`src/rtl/ssp_tx_param_if.sv`:
```
// Write-side bus of the SSP transmit channel: select, write strobe and the word to queue.
// The master drives the strobes and the channel samples them through the slave modport.
interface ssp_tx_if #(
   parameter int DATA_W = 8
) ();
   logic              psel;
   logic              pwrite;
   logic [DATA_W-1:0] pwdata;

   modport master (output psel, pwrite, pwdata);
   modport slave  (input  psel, pwrite, pwdata);
endinterface

```
`src/rtl/ssp_tx_param.sv`:
```
// SSP transmit channel: write FIFO feeding a TI-style serializer (one-period frame sync,
// data MSB first), with back-to-back frame chaining while the FIFO holds words.
module ssp_tx_param #(
   parameter  int DATA_W    = 8,
   parameter  int DEPTH     = 4,
   parameter  int CLK_DIV   = 1,
   parameter  int TX_THRESH = 1,
   localparam int LVL_W     = $clog2(DEPTH) + 1
) (
   input  logic             pclk,
   input  logic             clear,
   ssp_tx_if.slave          bus,
   output logic [LVL_W-1:0] tx_level,
   output logic             tx_ovf,
   output logic             ssptxintr,
   output logic             sspoe_b,
   output logic             ssptxd,
   output logic             sspclkout,
   output logic             sspfssout
);

   localparam int PTR_W = LVL_W - 1;
   localparam int CNT_W = (CLK_DIV > 1) ? $clog2(CLK_DIV) : 1;
   localparam int BC_W  = $clog2(DATA_W);

   localparam logic [CNT_W-1:0] CNT_MAX  = CNT_W'(CLK_DIV - 1);
   localparam logic [LVL_W-1:0] LVL_FULL = LVL_W'(DEPTH);
   localparam logic [LVL_W-1:0] LVL_THR  = LVL_W'(TX_THRESH);
   localparam logic [BC_W-1:0]  BC_START = BC_W'(DATA_W - 1);
   localparam logic [BC_W-1:0]  BC_ONE   = BC_W'(1);

   typedef enum logic [1:0] {
      S_IDLE  = 2'd0,
      S_SYNC  = 2'd1,
      S_SHIFT = 2'd2,
      S_LAST  = 2'd3
   } state_t;

   // serial clock divider
   logic [CNT_W-1:0] cnt;
   logic             tick;

   always_ff @(posedge pclk) begin
      if (clear) begin
         cnt       <= '0;
         sspclkout <= 1'b0;
      end else if (cnt == CNT_MAX) begin
         cnt       <= '0;
         sspclkout <= ~sspclkout;
      end else begin
         cnt <= cnt + 1'b1;
      end
   end

   assign tick = (cnt == CNT_MAX) && !sspclkout;

   // write FIFO
   logic [DATA_W-1:0] mem [DEPTH];
   logic [PTR_W-1:0]  wr_ptr;
   logic [PTR_W-1:0]  rd_ptr;
   logic              wr_req;
   logic              fifo_full;
   logic              fifo_empty;
   logic              push;
   logic              pop;
   logic [DATA_W-1:0] head;

   assign wr_req     = bus.psel && bus.pwrite;
   assign fifo_full  = (tx_level == LVL_FULL);
   assign fifo_empty = (tx_level == '0);
   // fullness is judged on the pre-edge level, so a pop on the same edge never rescues a write
   assign push       = wr_req && !fifo_full;
   assign head       = mem[rd_ptr];
   assign ssptxintr  = (tx_level <= LVL_THR);

   always_ff @(posedge pclk) begin
      if (push) begin
         mem[wr_ptr] <= bus.pwdata;
      end
   end

   always_ff @(posedge pclk) begin
      if (clear) begin
         wr_ptr   <= '0;
         rd_ptr   <= '0;
         tx_level <= '0;
         tx_ovf   <= 1'b0;
      end else begin
         if (push) begin
            wr_ptr <= wr_ptr + 1'b1;
         end
         if (pop) begin
            rd_ptr <= rd_ptr + 1'b1;
         end
         case ({push, pop})
            2'b10:   tx_level <= tx_level + 1'b1;
            2'b01:   tx_level <= tx_level - 1'b1;
            default: tx_level <= tx_level;
         endcase
         if (wr_req && fifo_full) begin
            tx_ovf <= 1'b1;
         end
      end
   end

   // serializer FSM, advanced only on serial-clock rising ticks
   state_t            state;
   state_t            state_nxt;
   logic [DATA_W-1:0] shreg;
   logic [DATA_W-1:0] shreg_nxt;
   logic [BC_W-1:0]   bitcnt;
   logic [BC_W-1:0]   bitcnt_nxt;
   logic              oe_nxt;
   logic              txd_nxt;
   logic              fss_nxt;

   always_ff @(posedge pclk) begin
      if (clear) begin
         state     <= S_IDLE;
         bitcnt    <= '0;
         sspoe_b   <= 1'b1;
         ssptxd    <= 1'b0;
         sspfssout <= 1'b0;
      end else if (tick) begin
         state     <= state_nxt;
         bitcnt    <= bitcnt_nxt;
         sspoe_b   <= oe_nxt;
         ssptxd    <= txd_nxt;
         sspfssout <= fss_nxt;
      end
   end

   always_ff @(posedge pclk) begin
      if (tick) begin
         shreg <= shreg_nxt;
      end
   end

   always_comb begin
      state_nxt  = state;
      shreg_nxt  = shreg;
      bitcnt_nxt = bitcnt;
      oe_nxt     = sspoe_b;
      txd_nxt    = ssptxd;
      fss_nxt    = sspfssout;
      pop        = 1'b0;
      case (state)
         S_IDLE: begin
            txd_nxt = 1'b0;
            if (!fifo_empty) begin
               pop       = tick;
               shreg_nxt = head;
               fss_nxt   = 1'b1;
               oe_nxt    = 1'b0;
               state_nxt = S_SYNC;
            end else begin
               fss_nxt = 1'b0;
               oe_nxt  = 1'b1;
            end
         end
         S_SYNC: begin
            fss_nxt    = 1'b0;
            txd_nxt    = shreg[DATA_W-1];
            bitcnt_nxt = BC_START;
            state_nxt  = S_SHIFT;
         end
         S_SHIFT: begin
            shreg_nxt  = {shreg[DATA_W-2:0], 1'b0};
            txd_nxt    = shreg[DATA_W-2];
            bitcnt_nxt = bitcnt - 1'b1;
            if (bitcnt == BC_ONE) begin
               // LSB goes out now; a waiting word is loaded so its sync overlaps the LSB
               if (!fifo_empty) begin
                  pop       = tick;
                  shreg_nxt = head;
                  fss_nxt   = 1'b1;
                  state_nxt = S_SYNC;
               end else begin
                  fss_nxt   = 1'b0;
                  state_nxt = S_LAST;
               end
            end
         end
         S_LAST: begin
            oe_nxt    = 1'b1;
            txd_nxt   = 1'b0;
            fss_nxt   = 1'b0;
            state_nxt = S_IDLE;
         end
         default: begin
            state_nxt = S_IDLE;
         end
      endcase
   end

endmodule

```
`src/flat_wrapper.sv`:
```
// flat-port wrapper written by rule: the top's interface ports become plain ports
module ssp_tx_param_flat 
#(
   parameter  int DATA_W    = 8,
   parameter  int DEPTH     = 4,
   parameter  int CLK_DIV   = 1,
   parameter  int TX_THRESH = 1,
   localparam int LVL_W     = $clog2(DEPTH) + 1
)
  (pclk, clear, tx_level, tx_ovf, ssptxintr, sspoe_b, ssptxd, sspclkout, sspfssout, bus_psel, bus_pwrite, bus_pwdata);
  ssp_tx_if #(.DATA_W(DATA_W)) bus_i ();
  input  logic pclk;
  input  logic clear;
  output logic [LVL_W-1:0] tx_level;
  output logic tx_ovf;
  output logic ssptxintr;
  output logic sspoe_b;
  output logic ssptxd;
  output logic sspclkout;
  output logic sspfssout;
  input wire logic [$bits(bus_i.psel)-1:0] bus_psel;
  input wire logic [$bits(bus_i.pwrite)-1:0] bus_pwrite;
  input wire logic [$bits(bus_i.pwdata)-1:0] bus_pwdata;
  assign bus_i.psel = bus_psel;
  assign bus_i.pwrite = bus_pwrite;
  assign bus_i.pwdata = bus_pwdata;
  ssp_tx_param #(.DATA_W(DATA_W), .DEPTH(DEPTH), .CLK_DIV(CLK_DIV), .TX_THRESH(TX_THRESH)) u_core (.pclk(pclk), .clear(clear), .bus(bus_i), .tx_level(tx_level), .tx_ovf(tx_ovf), .ssptxintr(ssptxintr), .sspoe_b(sspoe_b), .ssptxd(ssptxd), .sspclkout(sspclkout), .sspfssout(sspfssout));
endmodule
```
`config.mk`:
```
export PLATFORM = sky130hd
export DESIGN_NAME = ssp_tx_param_flat
export DESIGN_NICKNAME = d
export VERILOG_FILES = /design/src/rtl/ssp_tx_param_if.sv /design/src/rtl/ssp_tx_param.sv /design/src/flat_wrapper.sv
export SDC_FILE = /design/constraint.sdc
export NUM_CORES = 1
export LEC_CHECK = 0
export BUFFER_PORTS_ARGS = -buffer_cell sky130_fd_sc_hd__buf_2
export CORE_MARGIN = 5
export CORE_UTILIZATION = 55
export CTS_CLUSTER_SIZE = 16
export DETAILED_ROUTE_END_ITERATION = 12
export HOLD_SLACK_MARGIN = 0.05
export PLACE_DENSITY = 0.76
export SLEW_MARGIN = 20
export SYNTH_ARGS = -nofsm -noshare
export SYNTH_HDL_FRONTEND = slang
export SYNTH_SLANG_ARGS = --single-unit
```
`constraint.sdc`:
```
create_clock -name pclk -period 5.2 [get_ports pclk]
set_clock_uncertainty 0.15 [all_clocks]
set_input_delay 1.3 -clock pclk [delete_from_list [all_inputs] [get_ports pclk]]
set_output_delay 1.3 -clock pclk [all_outputs]
set_load 0.02 [all_outputs]
```
# == After elaboration in Yosys (flattened, before gate mapping) ==
# Memories as Yosys holds them, arrays and structs flattened. A register that Yosys moved wholly into a read port is not among the register bits.
# Cells that the tools add are included.
# word_totals
memories,1
latchBits,0
in_bits,12
word_cells,74
regBits,26
rom_bits,0
mem_bits_rw,32
# mem_list
memory,depth,width,read_ports,rd_ports_with_merged_regs,wr,line,text
u_core.mem,4,8,1,1,1,ssp_tx_param.sv:58,logic [DATA_W-1:0] mem [DEPTH];
# op_classes
eq_ne,9
shifts,0
n_bitwise,2
n_reduce_logical,20
mux,23
multipliers,0
div_mod_pow,0
magnitude_cmp,1
n_addsub,6
# ops
op,count
$mux W8,3
$pmux W8 S2,1
$pmux W3 S2,2
$mux W2,5
$pmux W2 S4,1
$reduce_bool A2 Y1,4
$mux W1,7
$eq A2 B2 Y1 const B,3
$pmux W1 S3,2
$reduce_and A2 Y1,3
$reduce_and A3 Y1,2
$reduce_or A2 Y1,3
$sub A3 B1 Y3 const B,2
$add A2 B1 Y2 const B,2
$eq A2 B1 Y1 const B,2
$logic_and A1 B1 Y1,4
$pmux W1 S2,2
$add A3 B1 Y3 const B,1
$eq A3 B1 Y1 const B,1
$eq A3 B3 Y1 const B,1
$le A3 B1 Y1 const B,1
$logic_not A3 Y1,1
$logic_not A1 Y1,2
$logic_not A2 Y1,1
other kinds (4),5

# == Longest topological paths before layout ==
# Gate-level depths: netlist of run 1.
# depth
word_depth,7
mapped_depth,9

# == Worst setup path after synthesis of run 1 ==
# Ideal clock, no wire load.
# synth_path
kind,input to register
from,in bus_psel
to,reg u_core.tx_level[2]
setup_time_ns,0.071
path_buffers,0
path_stages,6
arrival_time_ns,2.558
setup_slack_ns,2.421
required_ns,4.979
cell_sequence,nand2_1 > a21oi_1 > inv_1 > ha_1 > or3_1 > a21oi_1
# synth_between
elab_chain_cells,4
# synth_rtl
item,line,text
from (decl),flat_wrapper.sv:21,input wire logic [$bits(bus_i.psel)-1:0] bus_psel;
$logic_and A1 B1 Y1 *,ssp_tx_param.sv:68,assign wr_req = bus.psel && bus.pwrite;
$logic_and A1 B1 Y1 *,ssp_tx_param.sv:72,assign push = wr_req && !fifo_full;
$eq A2 B1 Y1 or $eq A2 B2 Y1 (tied branches),ssp_tx_param.sv:95,"case ({push, pop})"
$pmux W3 S2 or $reduce_bool A2 Y1 (tied branches),--,
to (signal assigned),ssp_tx_param.sv:96,2'b10: tx_level <= tx_level + 1'b1;
to (signal assigned),ssp_tx_param.sv:97,2'b01: tx_level <= tx_level - 1'b1;
to (signal assigned),ssp_tx_param.sv:98,default: tx_level <= tx_level;
to (decl),ssp_tx_param.sv:13,"output logic [LVL_W-1:0] tx_level,"
# Mark *: on every way between the ends. The rest lies on a longest branch, timed or not.
# A chain may end at the register's enable or synchronous reset.

# == Final worst setup path of run 1 ==
# layout_path
from,reg u_core.tx_level[1]
to,out ssptxintr
# layout_between
elab_chain_cells,1
# layout_rtl
item,line,text
$le A3 B1 Y1,ssp_tx_param.sv:74,assign ssptxintr = (tx_level <= LVL_THR);
to (decl),flat_wrapper.sv:16,output logic ssptxintr;
# No other way between the ends.

==> results of run 1 <==
[worst max-delay path: stages, from the launching register on]
cell	delay (ps)
dfxtp_1	380
inv_1	120
ha_1	200
a21oi_1	130
nor2_1	50
buf_2	160
[state kept, by name, indices dropped and copies added (netlist names), named ones only]
signal            cells
u_core.mem           32
u_core.shreg          8
u_core.bitcnt         3
u_core.tx_level       3
u_core.rd_ptr         2
u_core.state          2
u_core.wr_ptr         2
u_core.cnt            1
u_core.sspclkout      1
u_core.sspfssout      1
u_core.sspoe_b        1
u_core.ssptxd         1
u_core.tx_ovf         1
[power groups by stage]
stage	registers (mW)	clock network, mW	logic (mW)
after floorplan	0.614	0	0.225
after global placement	0.615	0	0.277
after detailed placement	0.618	0	0.293
after CTS	0.609	0.405	0.294
after global routing	0.616	0.431	0.321
final	0.608	0.396	0.294
[routing by layer]
layer  GRT usage  vias to the layer above  part of all wire  wire, µm
met5           0                        -                 0         0
met2      0.2584                       31              0.52      2272
met4     0.08247                        0             0.020        87
li1            -                      710                 -         -
met3     0.03401                        9             0.036       156
met1      0.1920                      703              0.43      1868
[worst min path at each step]
stage,startpoint,end,slack [ps],cells past startpoint
final,u_core.cnt$_SDFF_PP0_,u_core.sspclkout$_SDFFE_PP0N_,330,2
after global routing,u_core.cnt$_SDFF_PP0_,u_core.sspclkout$_SDFFE_PP0N_,340,2
after CTS,u_core.cnt$_SDFF_PP0_,u_core.sspclkout$_SDFFE_PP0N_,330,2
after detailed placement,u_core.cnt$_SDFF_PP0_,u_core.sspclkout$_SDFFE_PP0N_,320,2
after global placement,u_core.tx_ovf$_SDFFE_PP0P_,u_core.tx_ovf$_SDFFE_PP0P_,300,2
after floorplan,u_core.cnt$_SDFF_PP0_,u_core.sspclkout$_SDFFE_PP0N_,300,2
[per-stage QoR]
| stage | area [µm²] | utilization | cells | hold WS [ps] |
|---|---|---|---|---|
| 3_5_place_dp | 2760 | 0.5883 | 248 | 318.1 |
| 2_1_floorplan | 2625 | - | 180 | 303.4 |
| 3_3_place_gp | 2760 | 0.5883 | 248 | 299.9 |
| 6_report | 2952 | 0.6291 | 264 | 325.7 |
| 5_1_grt | 2952 | 0.6291 | 264 | 341.1 |
| 4_1_cts | 2952 | 0.6291 | 264 | 328.8 |
[cells in the mapped netlist (all sizes together) (4+ instances only)]
library cell  number  share of area
a21oi              8          0.020
and2               6          0.014
buf                4         0.0095
dfxtp             20           0.15
edfxtp            40           0.46
ha                16          0.076
inv               11          0.016
mux2               7          0.040
mux4               8          0.070
nand2              5         0.0072
nor2              16          0.023
o21ai              4          0.012
xor2               4          0.013
[cell families after synthesis]
kind of cell,synth area share
AO/OA/AOI/OAI,0.07436
buffers and inverters,0.02812
multiplexers,0.1215
XOR/XNOR,0.01668
other,0.001429
adder cells (fa/ha/maj),0.07626
flip-flops,0.6101
AND/OR/NAND/NOR,0.07151
[layout make-up]
type | instances | area, µm²
Fill cell | 351 | 1740
Sequential cell | 60 | 1602
Multi-Input combinational cell | 103 | 949.7
Clock buffer | 9 | 123.9
Timing Repair Buffer | 20 | 100.1
Clock inverter | 7 | 67.56
Tap cell | 54 | 67.56
Inverter | 11 | 41.29
==> reports/qor.csv, run 1 <==
metric;value;unit
Synth Instances;180;
Post-Place Setup Slack;2179;ps
CP startpoint;u_core.tx_level[1]$_SDFFE_PP0P_;
Net Sw Frac;0.2946;
total chip power;1.298;mW
worst flop-to-flop path startpoint;u_core.state[0]$_SDFFE_PP0P_;
Post-Synthesis Cell Area;0.002625;mm²
P_leak;1.112;nW
Iteration-0 DRC Markers;93;
EDFF count, synth;40;
GRT Resource Usage Total;0.1564;
Peak VDD IR;0.0002485;V
worst reg2reg setup slack;2580;ps
Yosys reg bits;60;
CP arrival;1370;ps
routed len/inst;16.61;µm
core area;0.004692;mm²
Die W;79.09;µm
CTS Sinks;60;
Sum Neg Setup Slack;0;ps
Yosys cell types;39;
most common cell after layout, fill and taps aside;edfxtp_1;
ant diodes;0;
initial antenna violation count;0;
Critical Path Start Type;flip-flop;
Clk pin slew, worst setup/hold paths;70;ps
status;completed;
sequential share of the synthesized area;0.6101;
first-pass GRT wire length;7286;µm
combinational power share;0.226;
vias in the first global route;1519;
crit end category;output pin;
Port Buf Inserts;20;
Mean Syn Cell Area;14.58;µm²
CP max FO;5;
period utilization;0.5426;
reg-to-reg endpoint;u_core.tx_level[2]$_SDFFE_PP0P_;
Slew Limit Headroom;0.6639;
Clock power frac;0.305;
Clock Root Buffer;clkbuf_8;
worst slew pin tran;503.5;ps
final setup violating endpoints;0;
Worst Hold Class;reg2reg;
Reg2Reg Depth;8;
final hold viol count;0;
vias;1453;
DIE AREA;0.006254;mm²
Pre-antenna DRT Iters;4;
die height;79.09;µm
# resized after CTS;0;
asr flop ratio synth;0;
sequential power share;0.468;
Layout Nets;233;
switching power;0.3824;mW
DP Wirelength;3133;µm
H-Tree Depth;3;
Via density;5.504;
Worst Setup EP;ssptxintr;
total gr overflow;0;
layout cell share with drive strength beyond 1;0.2571;
routability cong.;0.8462;
row cnt;25;
final wirelength;4385;µm
Internal Power;0.9154;mW
CTS tree;yes;
RSZ-0062 raised after global routing;no;
WP data required;3750;ps
max-cap viol count;0;
total CTS buffers;9;
Final Slew Violations;0;
largest net degree at the start of global routing;19;
Worst-Skew Late Latency;330;ps
Synth Net Count;208;
I/O Pins;21;
# Post-CTS Setup Buffers;0;
Post-synth top flop;edfxtp_1;
PwrDens;439.7;mW/mm²
most frequent cells in the layout;edfxtp_1 (40), dfxtp_1 (20), buf_2 (20);
Initial Utilization;0.5595;
DRT antenna net count;0;
final setup margin;2379;ps
DRC;0;
kind of critical path;reg2out;
area growth from synthesis to layout;12.44;%
yosys warns;0;
Fmax;0.3544;GHz
CTS Buffer Depth;2;
Final min period;2821;ps
hold_buf cts;0;
Power figures use the tool's default switching activity.
==> run 2, diff against run 1 <==
==> constraint.sdc (replaced) <==
create_clock -name pclk -period 2.6 [get_ports pclk]
set_clock_uncertainty 0.15 [all_clocks]
set_input_delay 0.65 -clock pclk [delete_from_list [all_inputs] [get_ports pclk]]
set_output_delay 0.65 -clock pclk [all_outputs]
set_load 0.02 [all_outputs]
==> run 2 against run 1 <==
Net effect:
- via count rose by 2.2%
- sequential share of layout area fell by 0.86 points
- highest routed layer unchanged
- final cell count rose by 1.1%
- critical endpoint is now u_core.tx_level[2]$_SDFFE_PP0P_
- clock power rose by 130%
- global-route usage rose by 0.89 points
- count of clock-buffer cells in the layout rose by 1
- register-to-register slack got worse by 2300 ps
- hold slack improved by 3.8 ps
- utilization rose by 1.0 points
==> reports/qor.csv, run 2 (synthesis results as in run 1) <==
metric;value;unit;change
status;completed;;
# resized after CTS;0;;unchanged
die height;79.09;µm;unchanged
P_leak;1.137;nW;+2.3%
CTS Buffer Depth;2;;unchanged
total CTS buffers;9;;unchanged
Die W;79.09;µm;unchanged
CTS tree;yes;;
final hold viol count;0;;unchanged
CP arrival;2470;ps;+1100 ps
kind of critical path;reg2reg;;
total gr overflow;0;;unchanged
most common cell after layout, fill and taps aside;edfxtp_1;;
H-Tree Depth;3;;unchanged
Critical Path Start Type;flip-flop;;
# Post-CTS Setup Buffers;0;;unchanged
worst flop-to-flop path startpoint;u_core.state[0]$_SDFFE_PP0P_;;
most frequent cells in the layout;edfxtp_1 (40), dfxtp_1 (20), buf_2 (20);;
WHS Path Cells;2;;unchanged
Via density;5.562;;+1.1%
Final Slew Violations;0;;unchanged
Fmax;0.4248;GHz;
worst reg2reg setup slack;250;ps;-2330 ps
largest net degree at the start of global routing;19;;unchanged
vias in the first global route;1609;;+5.9%
reg-to-reg endpoint;u_core.tx_level[2]$_SDFFE_PP0P_;;
routed len/inst;16.82;µm;+1.3%
layout cell share with drive strength beyond 1;0.2676;;+0.01046
routability cong.;0.8052;;-4.8%
Final min period;2354;ps;
GRT Resource Usage Total;0.1652;;+0.008866
Clock Root Buffer;clkbuf_8;;
Layout Nets;236;;+1.3%
register area;0.001602;mm²;unchanged
Layout Utilization;0.6392;;+0.01013
core area;0.004692;mm²;unchanged
Worst Hold Class;reg2reg;;
DIE AREA;0.006254;mm²;unchanged
first-pass GRT wire length;7548;µm;+3.6%
row cnt;25;;unchanged
Reg2Reg Depth;8;;unchanged
Clk pin slew, worst setup/hold paths;60;ps;about the same
Peak VDD IR;0.0004839;V;+95%
vias;1485;;+2.2%
Placed Area;0.002783;mm²;+0.82%
final wirelength;4492;µm;+2.4%
end of the worst hold path;u_core.tx_ovf$_SDFFE_PP0P_;;
CP max FO;5;;unchanged
PwrDens;905.1;mW/mm²;+110%
max FFs per register;32;;unchanged
max-cap viol count;0;;unchanged
crit end category;flip-flop;;
area growth from synthesis to layout;14.25;%;
DP Wirelength;3141;µm;+0.26%
placed cells;251;;+1.2%
filler cell count;337;;-4.0%
final setup violating endpoints;0;;unchanged
worst slew pin tran;512.6;ps;+9.084 ps
final cell count without fillers;267;;+1.1%
CTS Sinks;60;;unchanged
Pre-antenna DRT Iters;5;;+1
Port Buf Inserts;20;;unchanged
I/O Pins;21;;unchanged
hold_buf cts;0;;unchanged
multi-input logic area;949.7;µm²;unchanged
WP data required;2720;ps;-1030 ps
Sum Neg Setup Slack;0;ps;unchanged
DRC;0;;unchanged
DRT antenna net count;0;;unchanged
hold path start;u_core.tx_ovf$_SDFFE_PP0P_;;
Regs by FF count;u_core.mem (32), u_core.shreg (8);;
Worst-Skew Late Latency;340;ps;about the same
Initial Utilization;0.5595;;unchanged
RSZ-0062 raised after global routing;no;;
Iteration-0 DRC Markers;79;;-15%
initial antenna violation count;0;;unchanged
Largest Register;u_core.mem;;
ant diodes;0;;unchanged
period utilization;0.9053;;
Slew Limit Headroom;0.6578;;-0.006065
post-route design area;0.002999;mm²;+1.6%
[run 2: final cells by class]
type                       instances  share of cell area
multi-input combinational        103              0.3166
inverter                          11             0.01377
tap                               54             0.02253
sequential                        60              0.5340
clock inverter                     6             0.02962
clock buffer                      10             0.04255
timing repair buffer              23             0.04088
[run 2: worst max-delay path by stage]
stage	from	end	slack, ps	cells after the start
floorplan	u_core.tx_level[0]$_SDFFE_PP0P_	u_core.tx_level[2]$_SDFFE_PP0P_	270	7
global placement	u_core.state[0]$_SDFFE_PP0P_	u_core.tx_level[2]$_SDFFE_PP0P_	390	8
detailed placement	u_core.state[0]$_SDFFE_PP0P_	u_core.tx_level[2]$_SDFFE_PP0P_	280	8
CTS	u_core.state[0]$_SDFFE_PP0P_	u_core.tx_level[2]$_SDFFE_PP0P_	240	8
global route	u_core.state[0]$_SDFFE_PP0P_	u_core.tx_level[2]$_SDFFE_PP0P_	110	8
finish	u_core.state[0]$_SDFFE_PP0P_	u_core.tx_level[2]$_SDFFE_PP0P_	250	8
[run 2: metrics by stage]
stage / hold WS, ps / setup slack [ps] / power (mW)
4_1_cts: 326.0 / 239.7 / 2.737
3_5_place_dp: 317.3 / 281.6 / 1.831
6_report: 329.5 / 246.1 / 2.715
3_3_place_gp: 304.5 / 389.6 / 1.788
2_1_floorplan: 303.4 / 272.1 / 1.677
5_1_grt: 351.3 / 113.3 / 2.859
[run 2: metal layers]
layer / global-route usage / routed length (µm)
met1: 0.1943 / 1917
met2: 0.2710 / 2317
met3: 0.03401 / 112
met4: 0.1134 / 145
met5: 0 / 0
[run 2: power breakdown]
part | internal (mW) | switching, mW
Combinational | 0.266 | 0.329
Sequential | 1.13 | 0.0814
Clock | 0.539 | 0.365
[run 2: critical path: stages (launching register included)]
cell	delay, ps
dfxtp_1	410
inv_1	110
ha_1	220
and3b_1	190
o211ai_1	230
inv_1	70
ha_1	360
or3_1	380
a21oi_1	160
==> run 3, diff against run 2 <==
--- a/config.mk
+++ b/config.mk
@@ -5,13 +5,14 @@
 export SDC_FILE = /design/constraint.sdc
 export NUM_CORES = 1
 export LEC_CHECK = 0
+export ABC_AREA = 1
 export BUFFER_PORTS_ARGS = -buffer_cell sky130_fd_sc_hd__buf_2
 export CORE_MARGIN = 5
-export CORE_UTILIZATION = 55
+export CORE_UTILIZATION = 59
 export CTS_CLUSTER_SIZE = 16
 export DETAILED_ROUTE_END_ITERATION = 12
 export HOLD_SLACK_MARGIN = 0.05
-export PLACE_DENSITY = 0.76
+export PLACE_DENSITY = 0.81
 export SLEW_MARGIN = 20
 export SYNTH_ARGS = -nofsm -noshare
 export SYNTH_HDL_FRONTEND = slang
==> run 3 against run 2 <==
Net effect:
- cell area rose by 2.6%
- non-clock buffer count up 1
- count of clock-buffer cells in the layout grew 1
- setup slack gained 110 ps
- sequential cell count unchanged
- largest cell class unchanged
- highest routed layer unchanged
==> reports/qor.csv, run 3 <==
metric;value;unit;change
status;completed;;
critical-path cell list;inv_1 -> ha_1 -> nor2_1 -> inv_1 -> nand2_1 -> nor2_2 -> ha_1 -> nor2_1 -> nand2_1 -> o21ai_0 -> a21oi_1;;
largest net degree at the start of global routing;18;;-1
hold_buf cts;0;;unchanged
crit end category;flip-flop;;
Final Slew Violations;0;;unchanged
total gr overflow;0;;unchanged
largest family of logic cells by synthesized area;simple AND/OR/NAND/NOR gates;;
placed cells;355;;+41%
Post-Place Setup Slack;402.9;ps;+121.2 ps
Iteration-0 DRC Markers;182;;+130%
DRT antenna net count;0;;unchanged
Regs by FF count;u_core.mem (32), u_core.shreg (8);;
final hold viol count;0;;unchanged
final cell count without fillers;371;;+39%
Reg2Reg Depth;11;;+3
Port Buf Inserts;20;;unchanged
Slew Limit Headroom;0.5575;;-0.1003
final setup margin;356.6;ps;+110.4 ps
EDFF count, synth;40;;unchanged
Worst Hold Class;reg2reg;;
slowest cell delay on critical path;420;ps;about the same
Sum Neg Setup Slack;0;ps;unchanged
total chip power;2.671;mW;-1.6%
Pre-antenna DRT Iters;4;;-1
most frequent cells after synthesis;nor2_1 (58), edfxtp_1 (40), inv_1 (37), nand2_1 (37), o21ai_0 (25);;
# resized after CTS;0;;unchanged
CTS tree;yes;;
final setup violating endpoints;0;;unchanged
hold path start;u_core.sspfssout$_SDFFE_PP0P_;;
worst reg2reg setup slack;360;ps;+110 ps
Yosys reg bits;60;;unchanged
layout cell share with drive strength beyond 1;0.1536;;-0.1140
Post-Synthesis Cell Area;0.002731;mm²;+4.1%
RSZ-0062 raised after global routing;no;;
Synth Instances;284;;+58%
Peak VDD IR;0.0005671;V;+17%
Yosys cell types;28;;-28%
GRT Resource Usage Total;0.1689;;+0.003652
core area;0.004414;mm²;-5.9%
row cnt;24;;-4.0%
Largest Register;u_core.mem;;
max-cap viol count;0;;unchanged
worst flop-to-flop path startpoint;u_core.state[0]$_SDFFE_PP0P_;;
compound-gate portion of the synthesized area;0.08291;;+0.008557
most frequent cells in the layout;nor2_1 (58), edfxtp_1 (40), inv_1 (37), nand2_1 (37), o21ai_0 (25);;
Post-synth top flop;edfxtp_1;;
adder-cell area share of the yosys netlist;0.07329;;-0.002969
DRC;0;;unchanged
Worst-Skew Late Latency;340;ps;about the same
Critical Path Slowest Stage Cell;dfxtp_1;;
Critical Path Start Type;flip-flop;;
Clock Root Buffer;clkbuf_8;;
post-synthesis simple-gate area fraction;0.1741;;+0.1026
Die W;78.04;µm;-1.3%
first-pass GRT wire length;7900;µm;+4.7%
area growth from synthesis to layout;12.69;%;
vias in the first global route;1793;;+11%
H-Tree Depth;3;;unchanged
routability cong.;0.8386;;+4.1%
Post-Synth XOR/XNOR Area;0.01283;;-0.003856
die height;78.04;µm;-1.3%
reg-to-reg endpoint;u_core.tx_level[2]$_SDFFE_PP0P_;;
Final min period;2243;ps;-110.4 ps
Mean Syn Cell Area;9.618;µm²;-34%
Synth top area share;0.4398;;-0.01782
DIE AREA;0.006090;mm²;-2.6%
multiplexer share of the synthesized area;0;;-0.1215
routed len/inst;13.08;µm;-22%
Layout Nets;342;;+45%
ant diodes;0;;unchanged
most common cell after layout, fill and taps aside;nor2_1;;
period utilization;0.8629;;-0.04248
Fmax;0.4457;GHz;+4.9%
max FFs per register;32;;unchanged
CTS Sinks;60;;unchanged
sequential share of the synthesized area;0.5863;;-0.02376
asr flop ratio synth;0;;unchanged
I/O Pins;21;;unchanged
cell taking the most area after synthesis;edfxtp_1;;
WP data required;2680;ps;-40 ps
synth top area cells;edfxtp_1 (44%), dfxtp_1 (15%), nor2_1 (8.0%);;
vias;1875;;+26%
yosys warns;0;;unchanged
Clk pin slew, worst setup/hold paths;60;ps;about the same
total CTS buffers;9;;unchanged
Via density;5.054;;-9.1%
worst slew pin tran;661.3;ps;+148.7 ps
most frequent cell after synthesis;nor2_1;;
Initial Utilization;0.6188;;+0.05930
# Post-CTS Setup Buffers;0;;unchanged
kind of critical path;reg2reg;;
final wirelength;4852;µm;+8.0%
CTS Buffer Depth;2;;unchanged
CP max FO;5;;unchanged
end of the worst hold path;u_core.sspfssout$_SDFFE_PP0P_;;
P_leak;1.323;nW;+16%
WHS Path Cells;2;;unchanged
Synth Net Count;312;;+50%
initial antenna violation count;0;;unchanged
CP arrival;2320;ps;-150 ps
PwrDens;867.6;mW/mm²;-4.1%
DP Wirelength;3463;µm;+10%
==> run 3: cell count changes after synthesis, moves of 12 or more <==
cell     delta
inv_1      +26
nand2_1    +32
o21ai_0    +22
nand3_1    +12
nor2_1     +42
==> run 3: cell families (layout without fill, tap and decap cells) <==
group | after synthesis | count (layout)
AO/OA/AOI/OAI | 42 | 42
adder cells (fa/ha/maj) | 16 | 16
buffers and inverters | 46 | 81
other | 1 | 1
flip-flops | 60 | 60
XOR/XNOR | 4 | 4
AND/OR/NAND/NOR | 115 | 115
==> run 3: through the flow <==
stage	instance area, µm²	hold slack, ps	utilization
2_1_floorplan	2731	297.3	-
3_3_place_gp	2894	298.6	0.6556
3_5_place_dp	2894	306.5	0.6556
4_1_cts	3078	316.9	0.6973
5_1_grt	3078	324.0	0.6973
6_report	3078	314.8	0.6973
==> run 3: worst max-delay path, delay by kind of cell, from the launching register on <==
family | cells | cell delay (ps)
flops | 1 | 420
simple gates | 5 | 540
compound gates | 2 | 200
fa+ha+maj | 2 | 630
buf+inv | 2 | 200
==> run 3: power breakdown <==
group / internal (mW) / switching, mW / leakage, nW / total (mW)
sequential: 1.14 / 0.0761 / 0.528 / 1.21
clock: 0.437 / 0.347 / 0.0931 / 0.785
combinational: 0.236 / 0.435 / 0.702 / 0.671
total: 1.81 / 0.858 / 1.32 / 2.67
==> run 3: cell type report <==
cell class,count,area (µm²)
inverter,41,156.4
timing repair buffer,24,130.1
tap,52,65.06
clock buffer,11,131.4
clock inverter,5,52.55
fill,328,1336
multi-input combinational,178,940.9
sequential,60,1602
==> run 3: how the worst max path moves through the flow <==
stage,slack [ps],to,startpoint,depth (start not counted)
global placement,530,u_core.tx_level[2]$_SDFFE_PP0P_,u_core.state[0]$_SDFFE_PP0P_,11
finish,360,u_core.tx_level[2]$_SDFFE_PP0P_,u_core.state[0]$_SDFFE_PP0P_,11
global route,220,u_core.tx_level[2]$_SDFFE_PP0P_,u_core.state[0]$_SDFFE_PP0P_,11
CTS,390,u_core.tx_level[2]$_SDFFE_PP0P_,u_core.state[0]$_SDFFE_PP0P_,11
floorplan,520,u_core.tx_level[2]$_SDFFE_PP0P_,u_core.tx_level[0]$_SDFFE_PP0P_,10
detailed placement,400,u_core.tx_level[2]$_SDFFE_PP0P_,u_core.state[0]$_SDFFE_PP0P_,11
==> run 3: per-layer routing <==
layer / GRT usage / wire (µm) / vias to the layer above
met3: 0.05263 / 205 / 13
met2: 0.2508 / 2254 / 40
li1: - / - / 976
met5: 0 / 0 / -
met1: 0.2118 / 2254 / 846
met4: 0.1115 / 137 / 0
